==> src/rtl/layer_sequencer_if.sv <==
// Bus bundle between layer_sequencer and its memories and neuron bank:
// control handshake, activation/weight feed, bias read and activation write.
interface layer_sequencer_if #(
  parameter int AW    = 10,
  parameter int OW    = 5,
  parameter int N_OUT = 20
);
  logic                  Start;
  logic                  Busy;
  logic                  Done;
  logic [AW-1:0]         Mem_Addr;
  logic [15:0]           Mem_X;
  logic [15:0]           X;
  logic                  Active;
  logic [16*N_OUT-1:0]   Z;
  logic [OW-1:0]         B_Addr;
  logic [15:0]           B_Data;
  logic                  Act_We;
  logic [OW-1:0]         Act_Addr;
  logic [15:0]           Act_Data;

  modport master (
    input  Start, Mem_X, Z, B_Data,
    output Busy, Done, Mem_Addr, X, Active, B_Addr, Act_We, Act_Addr, Act_Data
  );

  modport slave (
    output Start, Mem_X, Z, B_Data,
    input  Busy, Done, Mem_Addr, X, Active, B_Addr, Act_We, Act_Addr, Act_Data
  );
endinterface

==> src/rtl/layer_sequencer.sv <==
// Sequencer and bias/saturate/activation stage for one fully-connected layer.
// Define RELU_EN to apply ReLU to the saturated outputs (hidden layers).
module layer_sequencer #(
  parameter int N_IN    = 784,
  parameter int N_OUT   = 20,
  parameter int MAC_LAT = 2,
  parameter int AW      = (N_IN > 1) ? $clog2(N_IN) : 1,
  parameter int OW      = (N_OUT > 1) ? $clog2(N_OUT) : 1
) (
  input  logic               Clk,
  input  logic               Reset_n,
  layer_sequencer_if.master  bus
);

  localparam int CMAX = (N_IN > N_OUT) ? ((N_IN > MAC_LAT) ? N_IN : MAC_LAT)
                                       : ((N_OUT > MAC_LAT) ? N_OUT : MAC_LAT);
  localparam int CW   = $clog2(CMAX + 1);

  typedef enum logic [2:0] {
    S_IDLE, S_CLEAR, S_RUN, S_DRAIN, S_WRITE, S_DONE
  } state_t;

  state_t          state_q, state_d;
  logic [CW-1:0]   cnt_q, cnt_d;
  logic            busy_q, busy_d;
  logic            done_q, done_d;
  logic            active_q, active_d;
  logic            feed_q, feed_d;
  logic [AW-1:0]   mem_addr_q, mem_addr_d;
  logic [OW-1:0]   b_addr_q, b_addr_d;
  logic            act_we_q, act_we_d;
  logic [OW-1:0]   act_addr_q, act_addr_d;

  always_ff @(posedge Clk or negedge Reset_n) begin
    if (!Reset_n) begin
      state_q    <= S_IDLE;
      cnt_q      <= '0;
      busy_q     <= 1'b0;
      done_q     <= 1'b0;
      active_q   <= 1'b0;
      feed_q     <= 1'b0;
      mem_addr_q <= '0;
      b_addr_q   <= '0;
      act_we_q   <= 1'b0;
      act_addr_q <= '0;
    end else begin
      state_q    <= state_d;
      cnt_q      <= cnt_d;
      busy_q     <= busy_d;
      done_q     <= done_d;
      active_q   <= active_d;
      feed_q     <= feed_d;
      mem_addr_q <= mem_addr_d;
      b_addr_q   <= b_addr_d;
      act_we_q   <= act_we_d;
      act_addr_q <= act_addr_d;
    end
  end

  // Outputs are registered: they are decoded from the next state/count so
  // each register shows the value belonging to the state it accompanies.
  always_comb begin
    state_d    = state_q;
    cnt_d      = cnt_q;
    busy_d     = 1'b0;
    done_d     = 1'b0;
    active_d   = 1'b0;
    feed_d     = 1'b0;
    mem_addr_d = '0;
    b_addr_d   = '0;
    act_we_d   = 1'b0;
    act_addr_d = '0;

    case (state_q)
      S_IDLE: begin
        if (bus.Start) begin
          state_d = S_CLEAR;
          cnt_d   = '0;
        end
      end
      S_CLEAR: begin
        state_d = S_RUN;
        cnt_d   = '0;
      end
      S_RUN: begin
        if (cnt_q == CW'(N_IN)) begin
          state_d = S_DRAIN;
          cnt_d   = '0;
        end else begin
          cnt_d = cnt_q + CW'(1);
        end
      end
      S_DRAIN: begin
        if (cnt_q == CW'(MAC_LAT)) begin
          state_d = S_WRITE;
          cnt_d   = '0;
        end else begin
          cnt_d = cnt_q + CW'(1);
        end
      end
      S_WRITE: begin
        if (cnt_q == CW'(N_OUT)) begin
          state_d = S_DONE;
          cnt_d   = '0;
        end else begin
          cnt_d = cnt_q + CW'(1);
        end
      end
      S_DONE:  state_d = S_IDLE;
      default: state_d = S_IDLE;
    endcase

    busy_d   = state_d inside {S_CLEAR, S_RUN, S_DRAIN, S_WRITE};
    done_d   = (state_d == S_DONE);
    active_d = state_d inside {S_RUN, S_DRAIN};
    feed_d   = (state_q == S_RUN) && (cnt_q < CW'(N_IN));

    if (state_d == S_RUN)
      mem_addr_d = (cnt_d < CW'(N_IN)) ? AW'(cnt_d) : AW'(N_IN - 1);

    if (state_d == S_WRITE && cnt_d < CW'(N_OUT))
      b_addr_d = OW'(cnt_d);

    if (state_d == S_WRITE && cnt_d != '0) begin
      act_we_d   = 1'b1;
      act_addr_d = OW'(cnt_d - CW'(1));
    end
  end

  logic [15:0]        z_sel;
  logic signed [16:0] sum;
  logic [15:0]        sat;
  logic [15:0]        act_val;

  always_comb begin
    z_sel = '0;
    for (int unsigned i = 0; i < N_OUT; i++)
      if (act_addr_q == OW'(i))
        z_sel = bus.Z[16*i +: 16];
  end

  assign sum = $signed({z_sel[15], z_sel}) + $signed({bus.B_Data[15], bus.B_Data});

  always_comb begin
    if (sum[16] != sum[15])
      sat = sum[16] ? 16'h8000 : 16'h7FFF;
    else
      sat = sum[15:0];
`ifdef RELU_EN
    act_val = sat[15] ? '0 : sat;
`else
    act_val = sat;
`endif
  end

  // B_Data for address j-1 arrives in the same cycle as write j-1, so the
  // write data is formed from that read and the registered write address.
  assign bus.Act_Data = act_we_q ? act_val : '0;
  assign bus.Act_We   = act_we_q;
  assign bus.Act_Addr = act_addr_q;
  assign bus.B_Addr   = b_addr_q;
  assign bus.Mem_Addr = mem_addr_q;
  assign bus.Active   = active_q;
  assign bus.Busy     = busy_q;
  assign bus.Done     = done_q;
  assign bus.X        = feed_q ? bus.Mem_X : '0;

endmodule

==> src/flat_wrapper.sv <==
// flat-port wrapper written by rule: the top's interface ports become plain ports
module layer_sequencer_flat 
#(
  parameter int N_IN    = 784,
  parameter int N_OUT   = 20,
  parameter int MAC_LAT = 2,
  parameter int AW      = (N_IN > 1) ? $clog2(N_IN) : 1,
  parameter int OW      = (N_OUT > 1) ? $clog2(N_OUT) : 1
)
  (Clk, Reset_n, bus_Start, bus_Mem_X, bus_Z, bus_B_Data, bus_Busy, bus_Done, bus_Mem_Addr, bus_X, bus_Active, bus_B_Addr, bus_Act_We, bus_Act_Addr, bus_Act_Data);
  layer_sequencer_if #(.AW(AW), .OW(OW), .N_OUT(N_OUT)) bus_i ();
  input  logic Clk;
  input  logic Reset_n;
  input wire logic [$bits(bus_i.Start)-1:0] bus_Start;
  input wire logic [$bits(bus_i.Mem_X)-1:0] bus_Mem_X;
  input wire logic [$bits(bus_i.Z)-1:0] bus_Z;
  input wire logic [$bits(bus_i.B_Data)-1:0] bus_B_Data;
  output wire logic [$bits(bus_i.Busy)-1:0] bus_Busy;
  output wire logic [$bits(bus_i.Done)-1:0] bus_Done;
  output wire logic [$bits(bus_i.Mem_Addr)-1:0] bus_Mem_Addr;
  output wire logic [$bits(bus_i.X)-1:0] bus_X;
  output wire logic [$bits(bus_i.Active)-1:0] bus_Active;
  output wire logic [$bits(bus_i.B_Addr)-1:0] bus_B_Addr;
  output wire logic [$bits(bus_i.Act_We)-1:0] bus_Act_We;
  output wire logic [$bits(bus_i.Act_Addr)-1:0] bus_Act_Addr;
  output wire logic [$bits(bus_i.Act_Data)-1:0] bus_Act_Data;
  assign bus_i.Start = bus_Start;
  assign bus_i.Mem_X = bus_Mem_X;
  assign bus_i.Z = bus_Z;
  assign bus_i.B_Data = bus_B_Data;
  assign bus_Busy = bus_i.Busy;
  assign bus_Done = bus_i.Done;
  assign bus_Mem_Addr = bus_i.Mem_Addr;
  assign bus_X = bus_i.X;
  assign bus_Active = bus_i.Active;
  assign bus_B_Addr = bus_i.B_Addr;
  assign bus_Act_We = bus_i.Act_We;
  assign bus_Act_Addr = bus_i.Act_Addr;
  assign bus_Act_Data = bus_i.Act_Data;
  layer_sequencer #(.N_IN(N_IN), .N_OUT(N_OUT), .MAC_LAT(MAC_LAT), .AW(AW), .OW(OW)) u_core (.Clk(Clk), .Reset_n(Reset_n), .bus(bus_i));
endmodule
==> config.mk <==
export PLATFORM = sky130hd
export DESIGN_NAME = layer_sequencer_flat
export DESIGN_NICKNAME = d
export VERILOG_FILES = /design/src/rtl/layer_sequencer_if.sv /design/src/rtl/layer_sequencer.sv /design/src/flat_wrapper.sv
export SDC_FILE = /design/constraint.sdc
export NUM_CORES = 1
export LEC_CHECK = 0
export BUFFER_PORTS_ARGS = -buffer_cell sky130_fd_sc_hd__buf_2
export CAP_MARGIN = 30
export CORE_AREA = 5 5 158 160
export CTS_CLUSTER_SIZE = 8
export DETAILED_ROUTE_END_ITERATION = 7
export DIE_AREA = 0 0 163 165
export PLACE_DENSITY = 0.58
export SYNTH_ARGS = -nofsm -noshare
export SYNTH_HDL_FRONTEND = slang
export SYNTH_SLANG_ARGS = --single-unit
==> constraint.sdc <==
create_clock -name Clk -period 5.4 [get_ports Clk]
set_input_delay 0.54 -clock Clk [delete_from_list [all_inputs] [get_ports Clk]]
set_output_delay 0.54 -clock Clk [all_outputs]
set_load 0.05 [all_outputs]
==> impl_metrics.toml, run 1 <==
[run_status]
outcome = "complete, no violations"

[placed_design]
post-dp-hpwl_um = 30300
place.gp.congestion = 0.982
place_inst = 1421
io_buffers = 410
dp_worst_setup_slack_ns = -0.237

[cells_and_area]
flow.area_growth_from_synthesis_pct = 66.5
layout.core_utilization = 0.375
register_area_sq_um = 956
drive_above_1_share = 0.509
stdcell_count = 1459
multi_input_area_sq_mm = 0.00432
final_nets = 1510
filler_cell_count = 2506

[synthesis]
ys.flop_type = "sky130_fd_sc_hd__dfrtp_1"
synth-seq-area-share = 0.182
synth.mux.area_fraction = 0.0440
synth-adder-area-share = 0.0564
synthDistinctLibCells = 73
synth.yosys.warnings = 0
synth-xor-area-share = 0.0268
largest_family_of_logic_cells_by_synthesized_area = "compound AO/OA/AOI/OAI gates"
synthCells = 689
ys_seq_elements = 38
synth_enable_flop_cells = 0
synth_async_sr_flop_share = 1.00
synth-compound-area-share = 0.395
synthSimpleGateAreaFrac = 0.249
syn_area_per_cell_sq_um = 7.59
synth_nets = 1067
synth.cell_area_sq_mm = 0.00523

[critical_path]
crit_path_start_kind = "flop"
r2r-start = "u_core.state_q[0]$_DFF_PN0_"
critical_path.max_fanout = 7
critPathSlowestCell = "sky130_fd_sc_hd__dfrtp_2"
worst_r2r_path_depth = 7
crit_path_cell_trace = "or3_4, nor3_4, buf_6, buf_12, a22oi_1, nand3_1, a221oi_2, buf_4, a21oi_1, a2bb2oi_2, ha_1, o21a_1, a2111oi_4, buf_4, o21ai_2, a211oi_2, buf_4, nor3_1, nor3b_2, buf_4, a21o_1, buf_6"
worstSetupPathType = "flop to output pin"
timing.critical_path.arrival_ns = 4.72
worst-endpoint-required_ns = 4.86
end_kind = "output pin"
critical-path-max-stage-delay_ns = 0.45
cpMostUsedCell = "sky130_fd_sc_hd__buf_4"
r2r-end = "u_core.bus.Act_Addr[3]$_DFF_PN0_"
timing.reg2reg.setup_slack_ns = 2.00

[clock_tree]
clock_tree_from_tritoncts = "built"
ctsHtreeMaxLevel = 2
numCtsBuffers = 5
cts.clk_slew.worst_paths_ns = 0.06
clockBufferDepth = 2
cts_root_buf = "sky130_fd_sc_hd__clkbuf_16"
holdBufCountCts = 0
clock_latency_ns = 0.29
tritoncts_sinks = 38

[power_and_ir_drop]
power.density_mw_per_mm2 = 361
power.share.sequential = 0.138
power.share.clock = 0.123
power_leakage_uw = 0.00420
p_int_uw = 1530
power.switching_fraction = 0.512
p_comb_frac = 0.739
max-vdd-ir-drop_v = 0.000252
power.switching_uw = 1610

[die]
num_rows = 56
fp.dieW_um = 163
die_y_um = 165
initial_utilization = 0.225
die_area_sq_mm = 0.0269
boundaryPins = 411
core_region_area_sq_mm = 0.0233

[detailed_routing]
wl_um = 36200
drt_first_iter_violations = 677
drt_pass1_iterations = 8
drc = 0
remaining_antenna_violation_count = 0
vias = 7933
wl_per_cell_um = 24.8
vias_per_cell = 5.44

[timing]
setup_violations = 0
count_of_pins_over_their_slew_limit = 0
setup_slack_ns = 0.137
timing_worst_slew_pin_value_ns = 1.03
final_layout_setup_total_negative_slack_ns = 0
finalClockSkew_ns = 0.00811
finalCritPeriodShare = 0.975
max_freq_mhz = 190
fin_crit_ns = 5.26
relative_slew_slack = 0.312
hold_viol_final = 0

[grt]
total_routing_resource_utilization_after_global_routing = 0.240
grt_pass1_vias = 7733
grt_overflow_total = 0
grt_first_pass_wirelength_um = 48700
grt_max_degree = 39
antenna_found_initial = 12

[flow_run]
cap_viol_max_count = 0

[min_path]
min_delay_path_class = "input port to asynchronous set/reset pin"
## how the worst max path moves through the flow
stage                                startpoint               end  cells after the start
6_report       u_core.bus.Act_Addr[4]$_DFF_PN0_   bus_Act_Data[4]                     22
5_1_grt        u_core.bus.Act_Addr[4]$_DFF_PN0_   bus_Act_Data[4]                     22
4_1_cts        u_core.bus.Act_Addr[0]$_DFF_PN0_   bus_Act_Data[3]                     19
3_5_place_dp   u_core.bus.Act_Addr[4]$_DFF_PN0_  bus_Act_Data[10]                     17
3_3_place_gp   u_core.bus.Act_Addr[4]$_DFF_PN0_  bus_Act_Data[12]                     17
2_1_floorplan  u_core.bus.Act_Addr[0]$_DFF_PN0_  bus_Act_Data[10]                     19
## metrics by stage
stage	instance area, sq um	total power, uW	hold slack (ns)
detailed placement	7980	2500	0.638
floorplan	5250	1800	0.244
CTS	8300	2950	0.401
finish	8710	3140	0.362
global route	8710	3330	0.448
global placement	7980	2500	0.616
## critical path: cells and delay by family, from the launching register on
family | cells | cell delay [ns]
flip-flops | 1 | 0.45
AO/OA/AOI/OAI | 9 | 1.47
buffers and inverters | 7 | 1.12
AND/OR/NAND/NOR | 5 | 1.10
adder cells (fa/ha/maj) | 1 | 0.28
## kinds of logic (layout without fill, tap and decap cells)
logic type	after synthesis	count (layout)
AOI/OAI and AO/OA	280	281
xor gates and xnor gates	16	16
adders and majority gates	23	23
buffers and inverters	63	506
DFF	38	38
muxes	20	20
other	0	7
and+or+nand+nor	249	249
## state kept, by name, summed over array words and instances (netlist names)
name	cells
u_core.bus.B_Addr	5
u_core.bus.Busy	1
u_core.state_q	3
u_core.feed_q	1
u_core.bus.Act_Addr	5
u_core.bus.Active	1
u_core.bus.Done	1
u_core.bus.Act_We	1
u_core.cnt_q	10
u_core.bus.Mem_Addr	10
## cells in the final DEF, fill, tap and decap left out, types with 14 or more instances in the layout
cell / synthesis / routed
sky130_fd_sc_hd__a21oi_1: 44 / 43
sky130_fd_sc_hd__a222oi_1: 20 / 20
sky130_fd_sc_hd__a22oi_1: 67 / 67
sky130_fd_sc_hd__and2_1: 24 / 23
sky130_fd_sc_hd__buf_2: 5 / 395
sky130_fd_sc_hd__buf_4: 0 / 66
sky130_fd_sc_hd__dfrtp_1: 38 / 34
sky130_fd_sc_hd__ha_1: 22 / 21
sky130_fd_sc_hd__inv_1: 17 / 16
sky130_fd_sc_hd__mux2_2: 14 / 14
sky130_fd_sc_hd__nand2_1: 50 / 49
sky130_fd_sc_hd__nand3_1: 23 / 23
sky130_fd_sc_hd__nor2_1: 56 / 48
sky130_fd_sc_hd__nor3_1: 25 / 19
sky130_fd_sc_hd__o21ai_0: 22 / 22
sky130_fd_sc_hd__o22ai_1: 15 / 14
## per-layer routing
metal / part of all wire / wire, um / track usage / vias to the layer above
met2: 0.51 / 18400 / 0.438 / 421
met4: 0.039 / 1420 / 0.0865 / 10
met3: 0.076 / 2760 / 0.0484 / 81
met1: 0.38 / 13600 / 0.279 / 3805
li1: - / - / - / 3616
met5: 0.0019 / 68 / 0 / -
## cell usage after synthesis (4+ instances only)
| master | instances | area, sq um |
|---|---|---|
| sky130_fd_sc_hd__o21a_1 | 8 | 60.1 |
| sky130_fd_sc_hd__mux2_2 | 14 | 158 |
| sky130_fd_sc_hd__dfrtp_1 | 38 | 951 |
| sky130_fd_sc_hd__nand4_1 | 8 | 50.1 |
| sky130_fd_sc_hd__nand2b_1 | 9 | 56.3 |
| sky130_fd_sc_hd__nand3_1 | 23 | 115 |
| sky130_fd_sc_hd__a21o_1 | 17 | 128 |
| sky130_fd_sc_hd__o21ai_1 | 10 | 50.1 |
| sky130_fd_sc_hd__inv_1 | 17 | 63.8 |
| sky130_fd_sc_hd__a22o_1 | 6 | 52.6 |
| sky130_fd_sc_hd__a22oi_1 | 67 | 503 |
| sky130_fd_sc_hd__xor2_1 | 4 | 35.0 |
| sky130_fd_sc_hd__xnor2_1 | 12 | 105 |
| sky130_fd_sc_hd__nor3b_1 | 10 | 75.1 |
| sky130_fd_sc_hd__a2111oi_0 | 5 | 43.8 |
| sky130_fd_sc_hd__or3_1 | 4 | 25.0 |
| sky130_fd_sc_hd__nand3b_1 | 4 | 30.0 |
| sky130_fd_sc_hd__o21bai_1 | 5 | 37.5 |
| sky130_fd_sc_hd__buf_2 | 5 | 25.0 |
| sky130_fd_sc_hd__a21oi_1 | 44 | 220 |
| sky130_fd_sc_hd__nand2_1 | 50 | 188 |
| sky130_fd_sc_hd__o211ai_1 | 6 | 45.0 |
| sky130_fd_sc_hd__o22ai_1 | 15 | 93.8 |
| sky130_fd_sc_hd__a221oi_1 | 7 | 61.3 |
| sky130_fd_sc_hd__and3_1 | 7 | 43.8 |
| sky130_fd_sc_hd__o21ai_0 | 22 | 110 |
| sky130_fd_sc_hd__a222oi_1 | 20 | 200 |
| sky130_fd_sc_hd__ha_1 | 22 | 275 |
| sky130_fd_sc_hd__nor2b_1 | 5 | 31.3 |
| sky130_fd_sc_hd__nor3_1 | 25 | 125 |
| sky130_fd_sc_hd__mux2i_1 | 5 | 50.1 |
| sky130_fd_sc_hd__clkbuf_1 | 40 | 150 |
| sky130_fd_sc_hd__a2bb2oi_1 | 6 | 52.6 |
| sky130_fd_sc_hd__a211oi_1 | 4 | 30.0 |
| sky130_fd_sc_hd__a31oi_1 | 5 | 31.3 |
| sky130_fd_sc_hd__nor2_1 | 56 | 210 |
| sky130_fd_sc_hd__and2_1 | 24 | 150 |
| sky130_fd_sc_hd__nor4_1 | 8 | 50.1 |
## power by group through the flow
stage,sequential (uW),clock [uW],combinational [uW]
after detailed placement,435,0,2070
after global routing,446,406,2480
after CTS,432,394,2120
after global placement,433,0,2070
final,434,385,2320
after floorplan,483,0,1320
## what timing repair did
action	4_1_cts	5_1_grt
pin swaps	3	23
cloned	0	3
resized for setup	27	60
buffers inserted	4	18
setup endpoints to repair	15	15
endpoints found under the hold margin	0	0
## area by class of cell
cell class | instances | area share
antenna | 7 | 0.00201
clock buffer | 5 | 0.0144
clock inverter | 3 | 0.00790
inverter | 17 | 0.00732
multi-input combinational | 589 | 0.495
sequential | 38 | 0.110
tap | 319 | 0.0458
timing repair buffer | 481 | 0.318
(Power assumes the default switching activity.)
==> run 2, diff against run 1 <==
--- a/config.mk
+++ b/config.mk
@@ -8,10 +8,12 @@
 export BUFFER_PORTS_ARGS = -buffer_cell sky130_fd_sc_hd__buf_2
 export CAP_MARGIN = 30
 export CORE_AREA = 5 5 158 160
+export CTS_BUF_LIST = sky130_fd_sc_hd__clkbuf_16
 export CTS_CLUSTER_SIZE = 8
 export DETAILED_ROUTE_END_ITERATION = 7
 export DIE_AREA = 0 0 163 165
 export PLACE_DENSITY = 0.58
+export SKIP_CTS_REPAIR_TIMING = 1
 export SYNTH_ARGS = -nofsm -noshare
 export SYNTH_HDL_FRONTEND = slang
 export SYNTH_SLANG_ARGS = --single-unit
==> impl_metrics.toml, run 2 (synthesis gave the netlist of run 1 again) <==
[min_path]
min_delay_path_class = "input port to asynchronous set/reset pin"

[grt]
grt_max_degree = 39
total_routing_resource_utilization_after_global_routing = 0.239
grt_pass1_vias = 7633
grt_overflow_total = 0
antenna_found_initial = 14
grt_first_pass_wirelength_um = 48200

[placed_design]
placed_area_sq_mm = 0.00798
post-dp-hpwl_um = 30300
io_buffers = 410
place.gp.congestion = 0.982
dp_worst_setup_slack_ns = -0.237

[power_and_ir_drop]
max-vdd-ir-drop_v = 0.000252
power_leakage_uw = 0.00419
total_power_uw = 3100
power.density_mw_per_mm2 = 356

[cells_and_area]
layout.cells.most_common_list = "sky130_fd_sc_hd__buf_2 (395), sky130_fd_sc_hd__buf_4 (67), sky130_fd_sc_hd__a22oi_1 (66)"
final_nets = 1508
flow.area_growth_from_synthesis_pct = 66.4
drive_above_1_share = 0.511
finish.instance_area_sq_mm = 0.00871
mostFrequentLayoutCell = "sky130_fd_sc_hd__buf_2"

[critical_path]
timing.reg2reg.setup_slack_ns = 1.97
r2r-end = "u_core.bus.Act_Addr[3]$_DFF_PN0_"
critPathSlowestCell = "sky130_fd_sc_hd__dfrtp_2"
timing.critical_path.arrival_ns = 4.76
worstSetupStartpoint = "u_core.bus.Act_Addr[0]$_DFF_PN0_"
critical_path.max_fanout = 7
critical-path-max-stage-delay_ns = 0.47
worst_r2r_path_depth = 7
worstSetupPathType = "flop to output pin"
worst-endpoint-required_ns = 4.86
crit_path_cell_trace = "nand3b_1, buf_4, nor2_1, a222oi_1, nand2_1, a2111oi_1, buf_4, o21ai_1, o221a_2, ha_1, a21o_1, buf_4, or3_1, o22ai_2, o211ai_1, nor3_1, nor3b_4, buf_6, a31o_4, buf_12"
r2r-start = "u_core.state_q[0]$_DFF_PN0_"
end_kind = "output pin"
worst_path_dominant_cell_family = "compound AO/OA/AOI/OAI gates"
path_buf_inv = 5
crit_path_start_kind = "flop"
cpMostUsedCell = "sky130_fd_sc_hd__buf_4"

[detailed_routing]
drt_first_iter_violations = 592
wl_um = 36200
vias = 7870
wl_per_cell_um = 24.8
drt_pass1_iterations = 6
drc = 0
vias_per_cell = 5.39
remaining_antenna_violation_count = 0

[timing]
finalClockSkew_ns = 0.00813
setup_slack_ns = 0.103
relative_slew_slack = 0.295
fin_crit_ns = 5.30
finalCritPeriodShare = 0.981
timing_worst_slew_pin_value_ns = 1.06
setup_violations = 0
hold_viol_final = 0
max_freq_mhz = 189
count_of_pins_over_their_slew_limit = 0

[clock_tree]
clock_tree_from_tritoncts = "built"
cts_root_buf = "sky130_fd_sc_hd__clkbuf_16"
cts.clk_slew.worst_paths_ns = 0.06
ctsHtreeMaxLevel = 2
clockBufferDepth = 2
tritoncts_sinks = 38
clock_latency_ns = 0.29
numCtsBuffers = 5

[flow_run]
cap_viol_max_count = 0

[die]
initial_utilization = 0.225
core_region_area_sq_mm = 0.0233
die_y_um = 165
die_area_sq_mm = 0.0269
boundaryPins = 411
fp.dieW_um = 163
num_rows = 56

[run_status]
outcome = "complete, no violations"
[run 2: how the worst max path moves through the flow]
stage / endpoint / slack, ns / depth (start not counted)
2_1_floorplan: bus_Act_Data[10] / 0.02 / 19
3_3_place_gp: bus_Act_Data[12] / -0.14 / 17
3_5_place_dp: bus_Act_Data[10] / -0.24 / 17
4_1_cts: bus_Act_Data[10] / -0.58 / 17
5_1_grt: bus_Act_Data[3] / -0.07 / 20
6_report: bus_Act_Data[3] / 0.10 / 20
[run 2: report_power, final]
| part | leakage [uW] | total, uW | switching [uW] | internal [uW] |
|---|---|---|---|---|
| clock network | 0.0000941 | 385 | 120 | 265 |
| registers | 0.000496 | 434 | 89.0 | 345 |
| logic | 0.00360 | 2280 | 1380 | 895 |
| total | 0.00419 | 3100 | 1590 | 1500 |
[run 2: final cells by class]
type	instances	area, sq um
clock inverters	3	68.8
inverters	17	63.8
clock buffers	5	125
diodes	9	22.5
fillers	2505	14600
repair buffers	480	2740
well taps	319	399
flip-flops and latches	38	956
multi-input cells	588	4330
[run 2: metal layers]
metal	up-vias	part of all wire	GRT usage
met4	10	0.035	0.0991
met2	411	0.51	0.426
met5	-	0.0019	0
met3	73	0.076	0.0537
met1	3763	0.37	0.276
li1	3613	-	-
[run 2: through the flow]
step / hold WS (ns) / TNS [ns] / util / std cells
after global routing: 0.448 / -0.689 / 0.374 / 1459
after CTS: 0.401 / -8.35 / 0.351 / 1429
after global placement: 0.616 / -1.80 / 0.343 / 1421
final: 0.362 / 0 / 0.374 / 1459
after floorplan: 0.244 / 0 / - / 689
after detailed placement: 0.638 / -3.19 / 0.343 / 1421
==> run 3, diff against run 2 <==
--- a/config.mk
+++ b/config.mk
@@ -7,12 +7,13 @@
 export LEC_CHECK = 0
 export BUFFER_PORTS_ARGS = -buffer_cell sky130_fd_sc_hd__buf_2
 export CAP_MARGIN = 30
-export CORE_AREA = 5 5 158 160
+export CORE_ASPECT_RATIO = 0.9
+export CORE_MARGIN = 10
+export CORE_UTILIZATION = 25
 export CTS_BUF_LIST = sky130_fd_sc_hd__clkbuf_16
 export CTS_CLUSTER_SIZE = 8
 export DETAILED_ROUTE_END_ITERATION = 7
-export DIE_AREA = 0 0 163 165
-export PLACE_DENSITY = 0.58
+export PLACE_DENSITY = 0.62
 export SKIP_CTS_REPAIR_TIMING = 1
 export SYNTH_ARGS = -nofsm -noshare
 export SYNTH_HDL_FRONTEND = slang
==> impl_metrics.toml, run 3 (synthesis gave the netlist of run 1 again) <==
[cells_and_area]
drive_above_1_share = 0.504
final_nets = 1500
layout.cells.most_common_list = "sky130_fd_sc_hd__buf_2 (396), sky130_fd_sc_hd__a22oi_1 (67), sky130_fd_sc_hd__buf_4 (57)"
flow.area_growth_from_synthesis_pct = 64.5
finish.instance_area_sq_mm = 0.00861
filler_cell_count = 2205
register_area_sq_um = 957
mostFrequentLayoutCell = "sky130_fd_sc_hd__buf_2"
multi_input_area_sq_mm = 0.00430
stdcell_count = 1431

[power_and_ir_drop]
p_int_uw = 1470
power.share.clock = 0.128
power.density_mw_per_mm2 = 351
total_power_uw = 3020
power.switching_fraction = 0.515
power_leakage_uw = 0.00415
max-vdd-ir-drop_v = 0.000275
p_comb_frac = 0.728
power.switching_uw = 1560
power.share.sequential = 0.144

[clock_tree]
tritoncts_sinks = 38
clock_latency_ns = 0.29
clockBufferDepth = 2
cts_root_buf = "sky130_fd_sc_hd__clkbuf_16"
numCtsBuffers = 5
ctsHtreeMaxLevel = 2
clock_tree_from_tritoncts = "built"
cts.clk_slew.worst_paths_ns = 0.06

[die]
initial_utilization = 0.253
boundaryPins = 411
die_y_um = 157
die_area_sq_mm = 0.0271
num_rows = 50
fp.dieW_um = 172
core_region_area_sq_mm = 0.0207

[detailed_routing]
wl_um = 37500
wl_per_cell_um = 26.2
drt_pass1_iterations = 6
drt_first_iter_violations = 774
vias_per_cell = 5.42
remaining_antenna_violation_count = 0
vias = 7763
drc = 0

[placed_design]
placed_area_sq_mm = 0.00793
post-dp-hpwl_um = 31500
place.gp.congestion = 1.02
place_inst = 1384
dp_worst_setup_slack_ns = 0.0305
io_buffers = 410

[timing]
hold_viol_final = 0
final_layout_setup_total_negative_slack_ns = 0
timing_worst_slew_pin_value_ns = 0.987
fin_crit_ns = 5.26
setup_violations = 0
setup_slack_ns = 0.143
finalClockSkew_ns = 0.00677
finalCritPeriodShare = 0.973
relative_slew_slack = 0.342
count_of_pins_over_their_slew_limit = 0
max_freq_mhz = 190

[flow_run]
cap_viol_max_count = 0

[critical_path]
timing.reg2reg.setup_slack_ns = 2.01
r2r-start = "u_core.state_q[0]$_DFF_PN0_"
worstSetupPathType = "flop to output pin"
end_kind = "output pin"
timing.critical_path.arrival_ns = 4.72
critical_path.max_fanout = 7
worst-endpoint-required_ns = 4.86
worstSetupStartpoint = "u_core.bus.Act_Addr[0]$_DFF_PN0_"
crit_path_start_kind = "flop"

[grt]
total_routing_resource_utilization_after_global_routing = 0.248
grt_max_degree = 42
grt_first_pass_wirelength_um = 50300
grt_pass1_vias = 7889
antenna_found_initial = 21
grt_overflow_total = 0

[min_path]
min_delay_path_class = "input port to asynchronous set/reset pin"

[run_status]
outcome = "complete, no violations"
## run 3: power by group through the flow
stage | combinational, uW | clock, uW | sequential [uW]
finish | 2200 | 387 | 435
global placement | 2060 | 0 | 435
global route | 2350 | 403 | 447
CTS | 2060 | 390 | 432
floorplan | 1320 | 0 | 483
detailed placement | 2050 | 0 | 435
## run 3: critical path, stage by stage (launching register included)
cell and delay (ns):
sky130_fd_sc_hd__dfrtp_2 0.46, sky130_fd_sc_hd__nand3b_1 0.28, sky130_fd_sc_hd__nor2_4 0.10, sky130_fd_sc_hd__a222oi_1 0.35, sky130_fd_sc_hd__and3_1 0.28, sky130_fd_sc_hd__a31oi_1 0.12
sky130_fd_sc_hd__buf_4 0.17, sky130_fd_sc_hd__a21oi_1 0.11, sky130_fd_sc_hd__nand3_1 0.10, sky130_fd_sc_hd__ha_2 0.21, sky130_fd_sc_hd__buf_4 0.13, sky130_fd_sc_hd__a211o_1 0.32
sky130_fd_sc_hd__a2111oi_4 0.43, sky130_fd_sc_hd__o21ai_2 0.11, sky130_fd_sc_hd__a211oi_2 0.22, sky130_fd_sc_hd__buf_4 0.16, sky130_fd_sc_hd__nor3_1 0.06, sky130_fd_sc_hd__nor3b_2 0.25
sky130_fd_sc_hd__buf_4 0.22, sky130_fd_sc_hd__a21o_1 0.12, sky130_fd_sc_hd__clkbuf_4 0.22
## run 3: layout make-up
type                    instances  share of cell area
flip-flops and latches         38               0.111
inverters                      17             0.00741
multi-input cells             588               0.499
clock buffers                   5              0.0145
well taps                     286              0.0416
repair buffers                472               0.311
clock inverters                 3             0.00799
diodes                         22             0.00639
## run 3: worst paths after layout
kind                                                     to  depth (start not counted)
hold / removal             u_core.bus.Mem_Addr[0]$_DFF_PN0_                          1
max in group asynchronous  u_core.bus.Act_Addr[4]$_DFF_PN0_                          1
setup reg to reg             u_core.bus.B_Addr[3]$_DFF_PN0_                          7
hold reg to reg                 u_core.bus.Active$_DFF_PN0_                          1
min in group Clk                  u_core.bus.Busy$_DFF_PN0_                          3
setup / recovery                            bus_Act_Data[2]                         20
## run 3: through the flow
stage,hold slack [ns],util
2_1_floorplan,0.244,-
3_3_place_gp,0.628,0.383
3_5_place_dp,0.625,0.383
4_1_cts,0.404,0.392
5_1_grt,0.437,0.415
6_report,0.362,0.416
## run 3: routing by layer
layer	track usage	up-vias	share of wire
li1	-	3613	-
met1	0.284	3673	0.37
met2	0.437	407	0.50
met3	0.0518	66	0.089
met4	0.106	4	0.033
met5	0	-	0.00072
